`src/rtl/ps2_host_tx.sv`:
```
// PS/2 host-to-device transmitter: inhibits the bus, issues a request-to-send and
// shifts one command byte out on device-generated clock falls, then collects the ack.
// Latency: clk pulled low 1 cycle after handshake; data follows each pin fall by 4 cycles.
// Backpressure: tx_ready is high only in IDLE; tx_valid is ignored while a frame is in flight.
//
// Ports:
//   clk, reset_n                          system clock, async active-low reset
//   ps2_clk_in, ps2_data_in               raw (asynchronous) pin levels
//   ps2_clk_drive_low, ps2_data_drive_low open-drain pull-down enables (registered)
//   tx_data, tx_valid, tx_ready           byte request handshake
//   busy                                  high whenever a frame is in progress
//   done, ack_err, timeout                completion pulse and its status flags
module ps2_host_tx #(
    parameter int INHIBIT_CYCLES = 2500,
    parameter int TIMEOUT_CYCLES = 375000
) (
    input  logic       clk,
    input  logic       reset_n,
    input  logic       ps2_clk_in,
    input  logic       ps2_data_in,
    output logic       ps2_clk_drive_low,
    output logic       ps2_data_drive_low,
    input  logic [7:0] tx_data,
    input  logic       tx_valid,
    output logic       tx_ready,
    output logic       busy,
    output logic       done,
    output logic       ack_err,
    output logic       timeout
);

    localparam int IW = $clog2(INHIBIT_CYCLES + 1);
    localparam int TW = $clog2(TIMEOUT_CYCLES + 1);
    localparam logic [IW-1:0] INH_LAST = IW'(INHIBIT_CYCLES - 1);
    localparam logic [TW-1:0] TMO_LAST = TW'(TIMEOUT_CYCLES - 1);
    localparam logic [TW-1:0] TMO_MAX  = TW'(TIMEOUT_CYCLES);

    typedef enum logic [2:0] {
        IDLE,
        INHIBIT,
        REQ,
        SEND,
        ACK,
        WAIT_IDLE
    } state_t;

    state_t          state;
    logic [7:0]      shift;
    logic            parity;
    logic [3:0]      bit_cnt;
    logic [IW-1:0]   inh_cnt;
    logic [TW-1:0]   tmo_cnt;

    logic clk_meta, clk_sync, clk_prev;
    logic data_meta, data_sync;
    logic fall;

    // Synchronisers reset to the released (high) level so that leaving reset
    // never manufactures a falling edge.
    always_ff @(posedge clk or negedge reset_n) begin
        if (!reset_n) begin
            clk_meta  <= 1'b1;
            clk_sync  <= 1'b1;
            clk_prev  <= 1'b1;
            data_meta <= 1'b1;
            data_sync <= 1'b1;
            fall      <= 1'b0;
        end else begin
            clk_meta  <= ps2_clk_in;
            clk_sync  <= clk_meta;
            clk_prev  <= clk_sync;
            data_meta <= ps2_data_in;
            data_sync <= data_meta;
            fall      <= clk_prev & ~clk_sync;
        end
    end

    // Expiry is flagged one count early so that done appears on the very
    // cycle the count reaches TIMEOUT_CYCLES.
    logic tmo_hit;
    assign tmo_hit = (tmo_cnt >= TMO_LAST);

    assign tx_ready = (state == IDLE);
    assign busy     = (state != IDLE);

    always_ff @(posedge clk or negedge reset_n) begin
        if (!reset_n) begin
            state              <= IDLE;
            shift              <= 8'h00;
            parity             <= 1'b0;
            bit_cnt            <= 4'd0;
            inh_cnt            <= '0;
            tmo_cnt            <= '0;
            ps2_clk_drive_low  <= 1'b0;
            ps2_data_drive_low <= 1'b0;
            done               <= 1'b0;
            ack_err            <= 1'b0;
            timeout            <= 1'b0;
        end else begin
            done <= 1'b0;

            // Watchdog runs in every device-paced state; a fall (handled
            // below) takes priority and clears it.
            if ((state == SEND || state == ACK || state == WAIT_IDLE) && tmo_cnt != TMO_MAX)
                tmo_cnt <= tmo_cnt + 1'b1;

            unique case (state)
                IDLE: begin
                    ps2_clk_drive_low  <= 1'b0;
                    ps2_data_drive_low <= 1'b0;
                    if (tx_valid) begin
                        shift             <= tx_data;
                        parity            <= ~^tx_data;
                        ack_err           <= 1'b0;
                        timeout           <= 1'b0;
                        inh_cnt           <= '0;
                        ps2_clk_drive_low <= 1'b1;
                        state             <= INHIBIT;
                    end
                end

                INHIBIT: begin
                    if (inh_cnt == INH_LAST) begin
                        ps2_data_drive_low <= 1'b1;   // start bit
                        state              <= REQ;
                    end else begin
                        inh_cnt <= inh_cnt + 1'b1;
                    end
                end

                REQ: begin
                    ps2_clk_drive_low <= 1'b0;        // hand the clock to the device
                    bit_cnt           <= 4'd0;
                    tmo_cnt           <= '0;
                    state             <= SEND;
                end

                SEND: begin
                    if (fall) begin
                        tmo_cnt <= '0;
                        bit_cnt <= bit_cnt + 4'd1;
                        if (bit_cnt < 4'd8) begin
                            ps2_data_drive_low <= ~shift[0];
                            shift              <= {1'b0, shift[7:1]};
                        end else if (bit_cnt == 4'd8) begin
                            ps2_data_drive_low <= ~parity;
                        end else begin
                            ps2_data_drive_low <= 1'b0;   // stop bit: release
                            state              <= ACK;
                        end
                    end else if (tmo_hit) begin
                        ps2_clk_drive_low  <= 1'b0;
                        ps2_data_drive_low <= 1'b0;
                        tmo_cnt            <= TMO_MAX;
                        done               <= 1'b1;
                        timeout            <= 1'b1;
                        ack_err            <= 1'b0;
                        state              <= IDLE;
                    end
                end

                ACK: begin
                    if (fall) begin
                        tmo_cnt <= '0;
                        ack_err <= data_sync;         // device pulls data low to ack
                        state   <= WAIT_IDLE;
                    end else if (tmo_hit) begin
                        ps2_clk_drive_low  <= 1'b0;
                        ps2_data_drive_low <= 1'b0;
                        tmo_cnt            <= TMO_MAX;
                        done               <= 1'b1;
                        timeout            <= 1'b1;
                        ack_err            <= 1'b0;
                        state              <= IDLE;
                    end
                end

                WAIT_IDLE: begin
                    if (clk_sync && data_sync) begin
                        done  <= 1'b1;
                        state <= IDLE;
                    end else if (tmo_hit) begin
                        ps2_clk_drive_low  <= 1'b0;
                        ps2_data_drive_low <= 1'b0;
                        tmo_cnt            <= TMO_MAX;
                        done               <= 1'b1;
                        timeout            <= 1'b1;
                        ack_err            <= 1'b0;
                        state              <= IDLE;
                    end
                end

                default: begin
                    ps2_clk_drive_low  <= 1'b0;
                    ps2_data_drive_low <= 1'b0;
                    state              <= IDLE;
                end
            endcase
        end
    end

endmodule

```
`config.mk`:
```
export PLATFORM = sky130hd
export DESIGN_NAME = ps2_host_tx
export DESIGN_NICKNAME = d
export VERILOG_FILES = /design/src/rtl/ps2_host_tx.sv
export SDC_FILE = /design/constraint.sdc
export NUM_CORES = 1
export LEC_CHECK = 0
export ABC_AREA = 0
export CORE_UTILIZATION = 53
export CTS_CLUSTER_DIAMETER = 120
export DETAILED_ROUTE_END_ITERATION = 7
export GPL_ROUTABILITY_DRIVEN = 0
export MAX_ROUTING_LAYER = met4
export PLACE_DENSITY = 0.74
export SLEW_MARGIN = 15
export SYNTH_ARGS = -nofsm -noshare
export SYNTH_HDL_FRONTEND = slang
export SYNTH_SLANG_ARGS = --single-unit
```
`constraint.sdc`:
```
create_clock -name clk -period 1.6 [get_ports clk]
set_input_delay 0.32 -clock clk [delete_from_list [all_inputs] [get_ports clk]]
set_output_delay 0.32 -clock clk [all_outputs]
set_load 0.01 [all_outputs]
```
==> results of run 1 <==
path summary, 6_finish.rpt:
kind                                      start                      to  cells after the start
max                        state[1]$_DFFE_PN0P_  inh_cnt[2]$_DFFE_PN0P_                      8
min                          clk_meta$_DFF_PN1_      clk_sync$_DFF_PN1_                      0
max reg2reg                state[1]$_DFFE_PN0P_  inh_cnt[2]$_DFFE_PN0P_                      8
min reg2reg                  clk_meta$_DFF_PN1_      clk_sync$_DFF_PN1_                      0
max in group asynchronous               reset_n     data_sync$_DFF_PN1_                      3
min in group asynchronous               reset_n  inh_cnt[2]$_DFFE_PN0P_                      3
critical path: cells and delay by family, from the launching register on:
family	cells	cell delay (ns)
xor+xnor	1	0.17
buf+inv	3	0.40
flops	1	0.41
compound gates	1	0.24
simple gates	3	0.54
routing by layer:
metal  global-route usage  up-vias  wire length (um)  share of wire
met5                    -        -                 0              0
met4               0.1091        0               284          0.030
met3              0.08229       33               402          0.042
met2               0.5462       98              5217           0.54
met1               0.3356     1547              3670           0.38
li1                     -     1405                 -              -
kinds of logic (layout without fill, tap and decap cells):
family                   after synthesis  after routing  synth area share
AND/OR/NAND/NOR                      127            127            0.2026
XOR/XNOR                              34             34           0.09308
adder cells (fa/ha/maj)                5              5           0.01955
multiplexers                           8              8           0.02542
flip-flops                            58             58            0.4556
AO/OA/AOI/OAI                         81             81            0.1666
buffers and inverters                 28            134           0.03715
what timing repair did:
action	in CTS	in global routing
endpoints found under the setup margin	43	51
buffers inserted	12	8
cloned	1	1
hold buffers	1	0
resized for setup	59	52
endpoints found under the hold margin	53	0
pin swaps	33	33
placed cells by master, fill, tap and decap left out, drive strengths merged, types with 3 or more instances in the layout:
cell type and n:
ha 5, and3 6, nor2 33, clkbuf 12, or3 5, nand3 9
inv 16, mux2i 7, nand2 33, o21a 3, buf 85, clkdlybuf4s50 16
dfstp 5, xnor2 21, o21ai 30, a31oi 7, nor3 12, o211ai 4
a21oi 20, dfrtp 53, xor2 13, nor2b 3, a211oi 3, nand4 9
nand2b 5
registers in the layout, indices dropped and copies added (netlist names):
name,flops
shift,8
data_meta,1
timeout,1
bit_cnt,4
data_sync,1
done,1
inh_cnt,12
ps2_data_drive_low,1
clk_sync,1
parity,1
ps2_clk_drive_low,1
clk_meta,1
clk_prev,1
tmo_cnt,19
state,3
ack_err,1
fall,1
Yosys cell counts (6+ instances only):
cell      instances  area share
nand3_1           9       0.014
nand4_1           9       0.018
a31oi_1           7       0.014
xnor2_1          21       0.057
nor3_1            9       0.014
inv_1            15       0.018
and3_1            6       0.012
nand2_1          32       0.038
nor2_1           33       0.039
o21ai_1          13       0.020
dfrtp_1          53        0.41
xor2_1           13       0.036
mux2i_1           7       0.022
o21ai_0          17       0.027
a21oi_1          20       0.031
clkbuf_1          6      0.0070
per-stage QoR:
step / setup WS [ns] / instances
floorplan: -0.06114 / 341
global placement: -0.1364 / 481
detailed placement: -0.1908 / 481
CTS: -0.2207 / 510
global route: -0.3256 / 519
finish: -0.2715 / 519
power by group through the flow:
stage                     clock network [mW]  logic, mW  registers [mW]
after floorplan                            0     0.0410            1.51
after global placement                     0      0.116            1.51
after detailed placement                   0      0.117            1.51
after CTS                               1.58      0.120            1.49
after global routing                    1.65      0.136            1.49
final                                   1.58      0.123            1.49
final cells by class:
type | count | area, um2 | area share
Clock buffer | 12 | 155.1 | 0.03269
Clock inverter | 4 | 73.82 | 0.01555
Inverter | 16 | 62.56 | 0.01318
Multi-Input combinational cell | 255 | 1971 | 0.4152
Sequential cell | 58 | 1460 | 0.3077
Tap cell | 72 | 90.09 | 0.01898
Timing Repair Buffer | 102 | 933.4 | 0.1967
==> flow_metrics.tcl, run 1 <==
set metrics [dict create \
    ys.flop_type "dfrtp_1" \
    grt_pass1_vias 3051 \
    vias_per_cell 5.940 \
    worstSetupEndpointType "register" \
    slowest_delay_ns 0.41 \
    slew_viol_final 0 \
    synth_edf_count 0 \
    coreArea_um2 5675 \
    dieArea_um2 6351 \
    async_flop_share 1.000 \
    crit_fanout 4 \
    gr-total-overflow 0 \
    finalSetupViolCount 44 \
    cts_buffer_depth 2 \
    crit_path_start_kind "register" \
    final_area_um2 4746 \
    post-route-drc-count 0 \
    combPwrFrac 0.038 \
    layout_setup_ws_ns -0.2715 \
    ys_types 56 \
    synthCells 341 \
    whs_ns 0.3564 \
    layout-drive-gt1-share 0.3870 \
    dp_hpwl_um 5432 \
    finalCriticalPeriod_ns 1.872 \
    dpl_cell_area_um2 3928 \
    cts_root_buf "clkbuf_8" \
    power.leakage_nw 2.047 \
    cts_sinks 58 \
    die_w_um 79.70 \
    max_freq_mhz 534.3 \
    path_cells "buf_6 > or3b_4 > buf_4 > buf_6 > a31oi_4 > nand2_2 > xor2_1 > nor2_1" \
    cts_tree "built" \
    grt_antenna_before_repair 0 \
    cts.clk_slew.worst_paths_ns 0.07 \
    globalRouteTotalUtil 0.3103 \
    drt_iter0_drc 374 \
    power.share.clock 0.495 \
    status "finished with violations" \
    power.switching_mw 0.6866 \
    wl_per_cell_um 18.45 \
    wl_um 9576 \
    worstMarginPinSlew_ns 0.3996 \
    grt_max_degree 59 \
    synth-seq-area-share 0.4556 \
    powerDensity_nw_per_um2 672.0 \
    crit_slowest_cell "dfrtp_1" \
    fin_setup_tns_ns -4.800 \
    critPathRequiredTime_ns 1.85 \
    vias 3083 \
    syn_area_um2 3199 \
    total_power_mw 3.189 \
    clkLatencyLatePin_ns 0.35 \
    worstPathArrival_ns 2.12 \
    cts_buffers 9 \
    post-route-util 0.8362 \
    syn_to_final_growth_pct 48.34 \
    finalHoldViolCount 0 \
    nets 460 \
    rows 27 \
    p_int_mw 2.502 \
    fin_crit_sh 1.170 \
    grt_pass1_wl_um 14390 \
    critPathKind "register to register" \
    r2r_setup_slack_ns -0.27 \
    dr.pass1.iters 4 \
    io_buffers 19 \
    syn_avg_cell_area_um2 9.382 \
    maxCapViolations 0 \
    io_pins 20 \
    cpMostUsedCell "buf_6" \
    antenna_cells 0 \
    rsz0062_at_grt "true" \
    fillers 312 \
    pwr-share-seq 0.466 \
    violations "setup timing" \
    timing.slew.headroom 0.7312 \
    ys_ff_latch 58 \
    initial_utilization 0.5637 \
    die_h_um 79.70 \
    holdCritPathClass "register to register" \
    cts.htree.levels 3 \
    vdd_drop_max_v 0.0007418 \
    syn-num-nets 359 \
    fin_skew_ns 0.004689 \
    yosys_warnings 0 \
    switching_share 0.2153 \
    ant_nets 0 \
]
No activity file was read; power rests on OpenSTA's default activity.
==> run 2: changes to the inputs <==
--- a/config.mk
+++ b/config.mk
@@ -6,12 +6,12 @@
 export NUM_CORES = 1
 export LEC_CHECK = 0
 export ABC_AREA = 0
-export CORE_UTILIZATION = 53
+export CORE_UTILIZATION = 60
 export CTS_CLUSTER_DIAMETER = 120
 export DETAILED_ROUTE_END_ITERATION = 7
 export GPL_ROUTABILITY_DRIVEN = 0
 export MAX_ROUTING_LAYER = met4
-export PLACE_DENSITY = 0.74
+export PLACE_DENSITY = 0.8
 export SLEW_MARGIN = 15
 export SYNTH_ARGS = -nofsm -noshare
 export SYNTH_HDL_FRONTEND = slang
==> constraint.sdc (replaced) <==
create_clock -name clk -period 2.3 [get_ports clk]
set_input_delay 0.46 -clock clk [delete_from_list [all_inputs] [get_ports clk]]
set_output_delay 0.46 -clock clk [all_outputs]
set_load 0.01 [all_outputs]
==> flow_metrics.tcl, run 2 (synthesis gave the netlist of run 1 again) <==
set metrics [dict create \
    status "finished clean" \
    dieArea_um2 5628 \
    ant_nets 0 \
    maxCapViolations 0 \
    cts.clk_slew.worst_paths_ns 0.07 \
    holdCritPathClass "primary input to async pin" \
    max_freq_mhz 447.9 \
    crit_fanout 5 \
    cts_tree "built" \
    rr_worst_depth 6 \
    worstPathArrival_ns 1.77 \
    rsz0062_at_grt "false" \
    antenna_cells 0 \
    syn_to_final_growth_pct 16.70 \
    grt_max_degree 32 \
    path_cells "or3_4 > inv_2 > clkdlybuf4s50_1" \
    drt_iter0_drc 134 \
    vias 2607 \
    globalRouteTotalUtil 0.2771 \
    power.leakage_nw 1.602 \
    post-route-util 0.7310 \
    wl_per_cell_um 15.24 \
    initial_utilization 0.6264 \
    layout-drive-gt1-share 0.1436 \
    die_w_um 75.02 \
    cts_hold_buf 0 \
    critPathKind "register to output port" \
    nets 396 \
    worstMarginPinSlew_ns 0.5180 \
    slew_viol_final 0 \
    powerDensity_nw_per_um2 516.6 \
    largest_register_ffs 19 \
    fin_crit_sh 0.9707 \
    cts_buffers 9 \
    io_buffers 19 \
    vdd_drop_max_v 0.0004132 \
    io_pins 20 \
    dr.pass1.iters 4 \
    vias_per_cell 5.755 \
    slowest_delay_ns 0.53 \
    finalSetupViolCount 0 \
    whs_ns 0.1415 \
    layout_commonest_cell "dfrtp_1" \
    rows 26 \
    fin_skew_ns 0.01016 \
    wl_um 6904 \
    mostFrequentLayoutCells "dfrtp_1, nor2_1, nand2_1" \
    finalHoldViolCount 0 \
    worstSetupEndpointType "output port" \
    dp_hpwl_um 4859 \
    cts_buffer_depth 2 \
    critPathRequiredTime_ns 1.84 \
    reg_top3 "tmo_cnt x19, inh_cnt x12, shift x8" \
    grt_antenna_before_repair 0 \
    grt_pass1_wl_um 10930 \
    fillers 388 \
    total_power_mw 1.929 \
    fin_setup_tns_ns 0 \
    crit_slowest_cell "clkdlybuf4s50_1" \
    post-route-drc-count 0 \
    timing.slew.headroom 0.6547 \
    crit_path_start_kind "register" \
    cts_sinks 58 \
    cts_root_buf "clkbuf_8" \
    gr-total-overflow 0 \
    coreArea_um2 5107 \
    cts.htree.levels 3 \
    layout_setup_ws_ns 0.06741 \
    clkLatencyLatePin_ns 0.34 \
    dp_slack_ns 0.2164 \
    finalCriticalPeriod_ns 2.233 \
    largest-register "tmo_cnt" \
    die_h_um 75.02 \
    grt_pass1_vias 2413 \
]
## run 2: changes by cell type in the layout (fill, tap and decap cells not counted), moves of 4 or more
cell,before,now
o21ai_0,10,17
a21oi_1,14,20
o21ai_2,6,0
buf_4,57,19
nor3_1,3,9
nor2_2,5,0
nand2_1,27,32
nor2_1,26,33
buf_6,24,0
nand2_2,5,1
## run 2: power breakdown
part           internal [mW]  total [mW]  switching (mW)
sequential              1.03        1.03         0.00438
combinational         0.0364      0.0763          0.0399
clock                  0.444       0.819           0.375
## run 2: final timing paths
path                       slack [ns]                 endpoint                   start
hold reg to reg                  0.35       clk_sync$_DFF_PN1_      clk_meta$_DFF_PN1_
min in group clk                 0.35       clk_sync$_DFF_PN1_      clk_meta$_DFF_PN1_
setup reg to reg                 0.29     state[0]$_DFFE_PN0P_  inh_cnt[0]$_DFFE_PN0P_
max in group asynchronous        1.81       clk_meta$_DFF_PN1_                 reset_n
hold / removal                   0.14  inh_cnt[10]$_DFFE_PN0P_                 reset_n
setup / recovery                 0.07                 tx_ready    state[0]$_DFFE_PN0P_
## run 2: through the flow
| step | cells | cell area [um2] |
|---|---|---|
| finish | 453 | 3734 |
| global route | 453 | 3734 |
| CTS | 447 | 3687 |
| detailed placement | 430 | 3503 |
| global placement | 430 | 3503 |
| floorplan | 341 | 3199 |
## run 2: cell type report
type                       instances  area, um2  share of cell area
timing repair buffer              38      327.8             0.08780
clock inverter                     3      15.01            0.004021
multi-input combinational        255       1623              0.4347
clock buffer                      13      158.9             0.04256
tap                               70      87.58             0.02346
inverter                          16      60.06             0.01609
sequential                        58       1461              0.3914
## run 2: repair_timing
item,4_1_cts,5_1_grt
resized for setup,2,1
endpoints found under the hold margin,0,0
pin swaps,0,0
setup buffers,1,6
endpoints found under the setup margin,1,1
## run 2: worst max-delay path: cells and delay by family (launching register included)
family,cells,cell delay [ns]
buffers and inverters,2,0.61
flip-flops,1,0.44
AND/OR/NAND/NOR,1,0.40
## run 2: per-layer routing
layer / global-route usage / wire length [um]
met2: 0.4675 / 3511
met1: 0.3096 / 2959
met4: 0.1006 / 132
met5: - / 0
met3: 0.08568 / 301
==> variant 1: new RTL, config.mk and constraints of run 1 <==
Encoding of `state_t`: now Gray code (3 bits for 6 states).
--- a/src/rtl/ps2_host_tx.sv
+++ b/src/rtl/ps2_host_tx.sv
@@ -36,12 +36,12 @@
     localparam logic [TW-1:0] TMO_MAX  = TW'(TIMEOUT_CYCLES);
 
     typedef enum logic [2:0] {
-        IDLE,
-        INHIBIT,
-        REQ,
-        SEND,
-        ACK,
-        WAIT_IDLE
+        IDLE      = 3'b000,
+        INHIBIT   = 3'b001,
+        REQ       = 3'b011,
+        SEND      = 3'b010,
+        ACK       = 3'b110,
+        WAIT_IDLE = 3'b111
     } state_t;
 
     state_t          state;
Function: same outputs for any inputs over 10 cycles, from zero or initial values and one cycle with reset_n low; not proved beyond that.
==> variant 1 against run 1 <==
The flow still finishes with violations (setup timing). Critical path type unchanged. Sequential cell count unchanged. Global-route usage up 2.4 points. Area after synthesis up 2.0%. Wire length up 4.3%. First-iteration DRC count down 14%. Design area up 3.5%. Core utilization down 0.70 points. Hold slack better by 1.8 ps. Worst setup slack better by 26 ps.
Power is not compared: it rests on default switching activity, and its combinational part moved more than twofold at a synthesized area within 25%.
==> variant 1: results (changes against run 1) <==
<table>
<tr><th>Metric</th><th>Value</th></tr>
<tr><th colspan="2">Logic synthesis</th></tr>
<tr><td>Mapped Nets</td><td>366 (was 359)</td></tr>
<tr><td>Fraction of synthesized cell area taken by the top area cell type</td><td>40.6% (was 41.5%)</td></tr>
<tr><td>Per-instance average area after synthesis</td><td>9.38 sq um (about the same)</td></tr>
<tr><td>Post-synthesis sequential area ratio</td><td>44.7% (was 45.6%)</td></tr>
<tr><th colspan="2">Setup path</th></tr>
<tr><td>Worst reg2reg path startpoint</td><td>state[2]$_DFFE_PN0P_ (was state[1]$_DFFE_PN0P_)</td></tr>
<tr><td>CP startpoint</td><td>state[2]$_DFFE_PN0P_ (was state[1]$_DFFE_PN0P_)</td></tr>
<tr><td>Largest driver fanout on the critical path</td><td>7 (was 4)</td></tr>
<tr><th colspan="2">STA</th></tr>
<tr><td>Slack of the critical path</td><td>-246 ps (was -272 ps)</td></tr>
<tr><td>Finish-stage setup viols</td><td>42 (was 44)</td></tr>
<tr><td>Final worst clock skew</td><td>7.38 ps (was 4.69 ps)</td></tr>
<tr><th colspan="2">Finish</th></tr>
<tr><td>Number of filler cells placed in the layout</td><td>321 (was 312)</td></tr>
<tr><td>Fraction of final layout cells sized beyond drive strength 1</td><td>41.1% (was 38.7%)</td></tr>
<tr><th colspan="2">Placed design</th></tr>
<tr><td>Placed Cells</td><td>518 (was 481)</td></tr>
<tr><td>Half-perimeter wire length of the detailed placement result</td><td>6.33 mm (was 5.43 mm)</td></tr>
<tr><th colspan="2">Global routing</th></tr>
<tr><td>Global-route total usage across every layer</td><td>33.4% (was 31.0%)</td></tr>
<tr><td>Number of global-route vias before repair</td><td>3,235 (was 3,051)</td></tr>
<tr><th colspan="2">Outcome</th></tr>
<tr><td>Result of the run</td><td>complete, but fails checks (unchanged)</td></tr>
<tr><td>Violations in the final reports</td><td>setup timing (unchanged)</td></tr>
<tr><th colspan="2">Routing</th></tr>
<tr><td>Initial detailed-routing violation count</td><td>320 (was 374)</td></tr>
<tr><td>Via count</td><td>3,316 (was 3,083)</td></tr>
</table>
-- variant 1: final timing paths --
path | end | depth (start not counted)
worst min-delay path | clk_sync$_DFF_PN1_ | 0
worst max-delay path | tmo_cnt[13]$_DFF_PN0_ | 6
worst min register to register | clk_sync$_DFF_PN1_ | 0
worst max register to register | tmo_cnt[13]$_DFF_PN0_ | 6
min in group asynchronous | inh_cnt[7]$_DFFE_PN0P_ | 3
max in group asynchronous | clk_prev$_DFF_PN1_ | 3
-- variant 1: logic make-up (layout without fill, tap and decap cells) --
family	Yosys count	after routing	synth area share (%)
buffers and inverters	25	152	3.22
AOI/OAI and AO/OA	83	83	16.9
and+or+nand+nor	142	142	23.6
DFF	58	58	44.7
adders and majority gates	5	5	1.92
muxes	8	8	2.45
xor gates and xnor gates	27	27	7.24
-- variant 1: repair_timing --
| item | CTS | global route |
|---|---|---|
| hold buffers | 1 | 0 |
| endpoints found under the hold margin | 53 | 0 |
| pin swaps | 7 | 20 |
| setup endpoints to repair | 52 | 49 |
| buffers inserted | 9 | 6 |
| resized for setup | 55 | 31 |
| cloned | 2 | 0 |
-- variant 1: final cells by class --
cell class,instances,share of cell area (%)
Clock buffer,9,2.52
Clock inverter,7,2.52
Inverter,12,0.917
Multi-Input combinational cell,265,40.3
Sequential cell,58,29.8
Tap cell,75,1.91
Timing Repair Buffer,124,22.0
-- variant 1: stage by stage --
stage | hold WS, ps | worst slack, ps | cell area (sq um) | setup TNS (ps) | util [%]
3_5_place_dp | 348 | -220 | 4230 | -6380 | 71.5
4_1_cts | 355 | -216 | 4760 | -3790 | 80.4
6_report | 358 | -246 | 4910 | -6060 | 82.9
2_1_floorplan | 24.4 | -191 | 3330 | -3210 | -
3_3_place_gp | 346 | -231 | 4230 | -4870 | 71.5
5_1_grt | 367 | -337 | 4910 | -9260 | 82.9
-- variant 1: power by group --
group,leakage [nW],total (mW),internal (mW),switching [mW]
Sequential,0.750,1.96,1.73,0.226
Clock,0.120,1.71,1.05,0.664
Combinational,1.29,3.37,1.67,1.70
-- variant 1: worst max-delay path, cell delays in order, from the launching register on --
cell and delay, ps:
sky130_fd_sc_hd__dfrtp_2 470, sky130_fd_sc_hd__a21bo_1 250, sky130_fd_sc_hd__a21oi_1 230, sky130_fd_sc_hd__a21oi_1 110, sky130_fd_sc_hd__a2111o_1 480, sky130_fd_sc_hd__buf_6 170, sky130_fd_sc_hd__o21ai_2 50
-- variant 1: layer usage --
layer  GRT usage, %  wire, um
met1           40.1      4010
met2           54.3      5100
met3           7.95       575
met4           13.0       302
met5              -         0
==> variant 2: new RTL, config.mk and constraints of run 1 <==
Made on the original files. `INHIBIT_CYCLES`: 2500 -> 5000.
--- a/src/rtl/ps2_host_tx.sv
+++ b/src/rtl/ps2_host_tx.sv
@@ -11,7 +11,7 @@
 //   busy                                  high whenever a frame is in progress
 //   done, ack_err, timeout                completion pulse and its status flags
 module ps2_host_tx #(
-    parameter int INHIBIT_CYCLES = 2500,
+    parameter int INHIBIT_CYCLES = 5000,
     parameter int TIMEOUT_CYCLES = 375000
 ) (
     input  logic       clk,
Check against the original RTL: no difference found for any inputs over 10 cycles, from zero or initial values and one cycle with reset_n low; that may be too few to reach the edited logic, so the function may still have changed.
==> variant 2 against run 1 <==
Clock skew is 16 ps higher. Sequential cell count is 1 higher. Design area is 12% higher. Wire length is 47% higher. The flow still finishes with violations (setup timing). Synthesized cell count is 1.5% higher. Worst setup slack worse by 170 ps. Area after synthesis is 2.7% higher.
Power is not compared: it rests on default switching activity, and its combinational part moved more than twofold at a synthesized area within 25%.
==> variant 2: results (changes against run 1) <==
<table>
<tr><th>Metric</th><th>Value</th></tr>
<tr><th colspan="2">Outcome</th></tr>
<tr><td>Result of the run</td><td>complete, but fails checks (unchanged)</td></tr>
<tr><td>Violations in the final reports</td><td>setup timing (unchanged)</td></tr>
<tr><th colspan="2">Finish</th></tr>
<tr><td>Fraction of final layout cells sized beyond drive strength 1</td><td>48.8% (was 38.7%)</td></tr>
<tr><td>Final Net Count</td><td>501 (was 460)</td></tr>
<tr><td>Biggest regs</td><td>tmo_cnt (19), inh_cnt (13), shift (8) (was tmo_cnt (19), inh_cnt (12), shift (8))</td></tr>
<tr><th colspan="2">Global routing</th></tr>
<tr><td>Met3 capacity usage during global routing</td><td>6.63% (was 8.23%)</td></tr>
<tr><td>GR met1 Demand/Resource</td><td>44.8% (was 33.6%)</td></tr>
<tr><td>Global-route total usage across every layer</td><td>37.5% (was 31.0%)</td></tr>
<tr><td>Global-route met2 utilization</td><td>61.2% (was 54.6%)</td></tr>
<tr><th colspan="2">Placed design</th></tr>
<tr><td>Half-perimeter wire length of the detailed placement result</td><td>5.93 mm (was 5.43 mm)</td></tr>
<tr><td>Post-Place Worst Slack</td><td>-373 ps (was -191 ps)</td></tr>
<tr><td>Dpl cell area</td><td>4270 sq um (was 3930 sq um)</td></tr>
<tr><td>Placed Cells</td><td>518 (was 481)</td></tr>
<tr><th colspan="2">STA</th></tr>
<tr><td>Transition time of the tightest slew-check pin</td><td>400 ps (about the same)</td></tr>
<tr><td>Final worst clock skew</td><td>20.2 ps (was 4.69 ps)</td></tr>
<tr><td>Slack of the critical path</td><td>-441 ps (was -272 ps)</td></tr>
<tr><td>Finish-stage setup viols</td><td>50 (was 44)</td></tr>
<tr><th colspan="2">Logic synthesis</th></tr>
<tr><td>Post-synthesis sequential area ratio</td><td>45.1% (was 45.6%)</td></tr>
<tr><td>Synthesized-area fraction occupied by adder cells</td><td>1.90% (was 1.96%)</td></tr>
<tr><td>Leading post-synthesis cells by cell area</td><td>sky130_fd_sc_hd__dfrtp_1 (41%), sky130_fd_sc_hd__xor2_1 (4.5%), sky130_fd_sc_hd__dfstp_2 (4.0%), sky130_fd_sc_hd__o21ai_0 (4.0%), sky130_fd_sc_hd__xnor2_1 (3.5%) (was sky130_fd_sc_hd__dfrtp_1 (41%), sky130_fd_sc_hd__xnor2_1 (5.7%), sky130_fd_sc_hd__dfstp_2 (4.1%), sky130_fd_sc_hd__nor2_1 (3.9%), sky130_fd_sc_hd__nand2_1 (3.8%))</td></tr>
<tr><td>Per-instance average area after synthesis</td><td>9.50 sq um (was 9.38 sq um)</td></tr>
<tr><th colspan="2">Setup path</th></tr>
<tr><td>Peak per-stage delay on the critical path</td><td>550 ps (was 410 ps)</td></tr>
<tr><td>Largest driver fanout on the critical path</td><td>5 (was 4)</td></tr>
<tr><th colspan="2">Routing</th></tr>
<tr><td>Ratio of routed vias to standard cells</td><td>6.82 (was 5.94)</td></tr>
<tr><td>Via count</td><td>3,841 (was 3,083)</td></tr>
<tr><td>Average routed wire per standard cell</td><td>25.0 um (was 18.5 um)</td></tr>
</table>
[variant 2: kinds of logic (layout without fill, tap and decap cells)]
logic type | after synthesis | count (layout)
XOR/XNOR | 30 | 30
flip-flops | 59 | 59
AO/OA/AOI/OAI | 82 | 82
AND/OR/NAND/NOR | 136 | 136
multiplexers | 8 | 8
buffers and inverters | 26 | 168
adder cells (fa/ha/maj) | 5 | 5
[variant 2: worst paths after layout]
check | from | endpoint | slack [ps] | cells after the start
max | inh_cnt[5]$_DFFE_PN0P_ | ps2_data_drive_low$_DFFE_PN0P_ | -440 | 8
min | clk_meta$_DFF_PN1_ | clk_sync$_DFF_PN1_ | 360 | 0
max reg2reg | inh_cnt[5]$_DFFE_PN0P_ | ps2_data_drive_low$_DFFE_PN0P_ | -440 | 8
min reg2reg | clk_meta$_DFF_PN1_ | clk_sync$_DFF_PN1_ | 360 | 0
max in group asynchronous | reset_n | clk_prev$_DFF_PN1_ | 730 | 3
min in group asynchronous | reset_n | tmo_cnt[4]$_DFF_PN0_ | 510 | 3
[variant 2: layout make-up]
type | count | area (sq um)
clock buffers | 11 | 141
clock inverters | 5 | 100
fillers | 226 | 629
inverters | 12 | 45.0
multi-input cells | 261 | 2210
flip-flops and latches | 59 | 1490
well taps | 75 | 93.8
repair buffers | 140 | 1250
[variant 2: through the flow]
step / power (mW) / TNS, ps
6_report: 8.07 / -13550
3_3_place_gp: 4.64 / -6390
5_1_grt: 8.25 / -15920
4_1_cts: 7.14 / -8460
2_1_floorplan: 3.48 / -5790
3_5_place_dp: 4.73 / -8490
[variant 2: power by group through the flow]
stage          Sequential [mW]  Clock, mW  Combinational (mW)
3_3_place_gp              1.98          0                2.66
2_1_floorplan             1.96          0                1.52
5_1_grt                   2.13       1.79                4.33
3_5_place_dp              2.00          0                2.73
6_report                  2.12       1.75                4.20
4_1_cts                   1.99       1.68                3.48
[variant 2: repair_timing]
| action | CTS | global route |
|---|---|---|
| hold buffers | 1 | 0 |
| gates resized for setup | 79 | 82 |
| hold endpoints to repair | 41 | 0 |
| setup endpoints to repair | 43 | 53 |
| pin swaps | 33 | 30 |
| cloned | 2 | 0 |
| buffers inserted | 25 | 10 |
[variant 2: layer usage]
metal,vias up,share of wire [%]
met5,-,0
met4,0,7.1
met2,357,45
met1,1855,37
met3,127,11
li1,1502,-
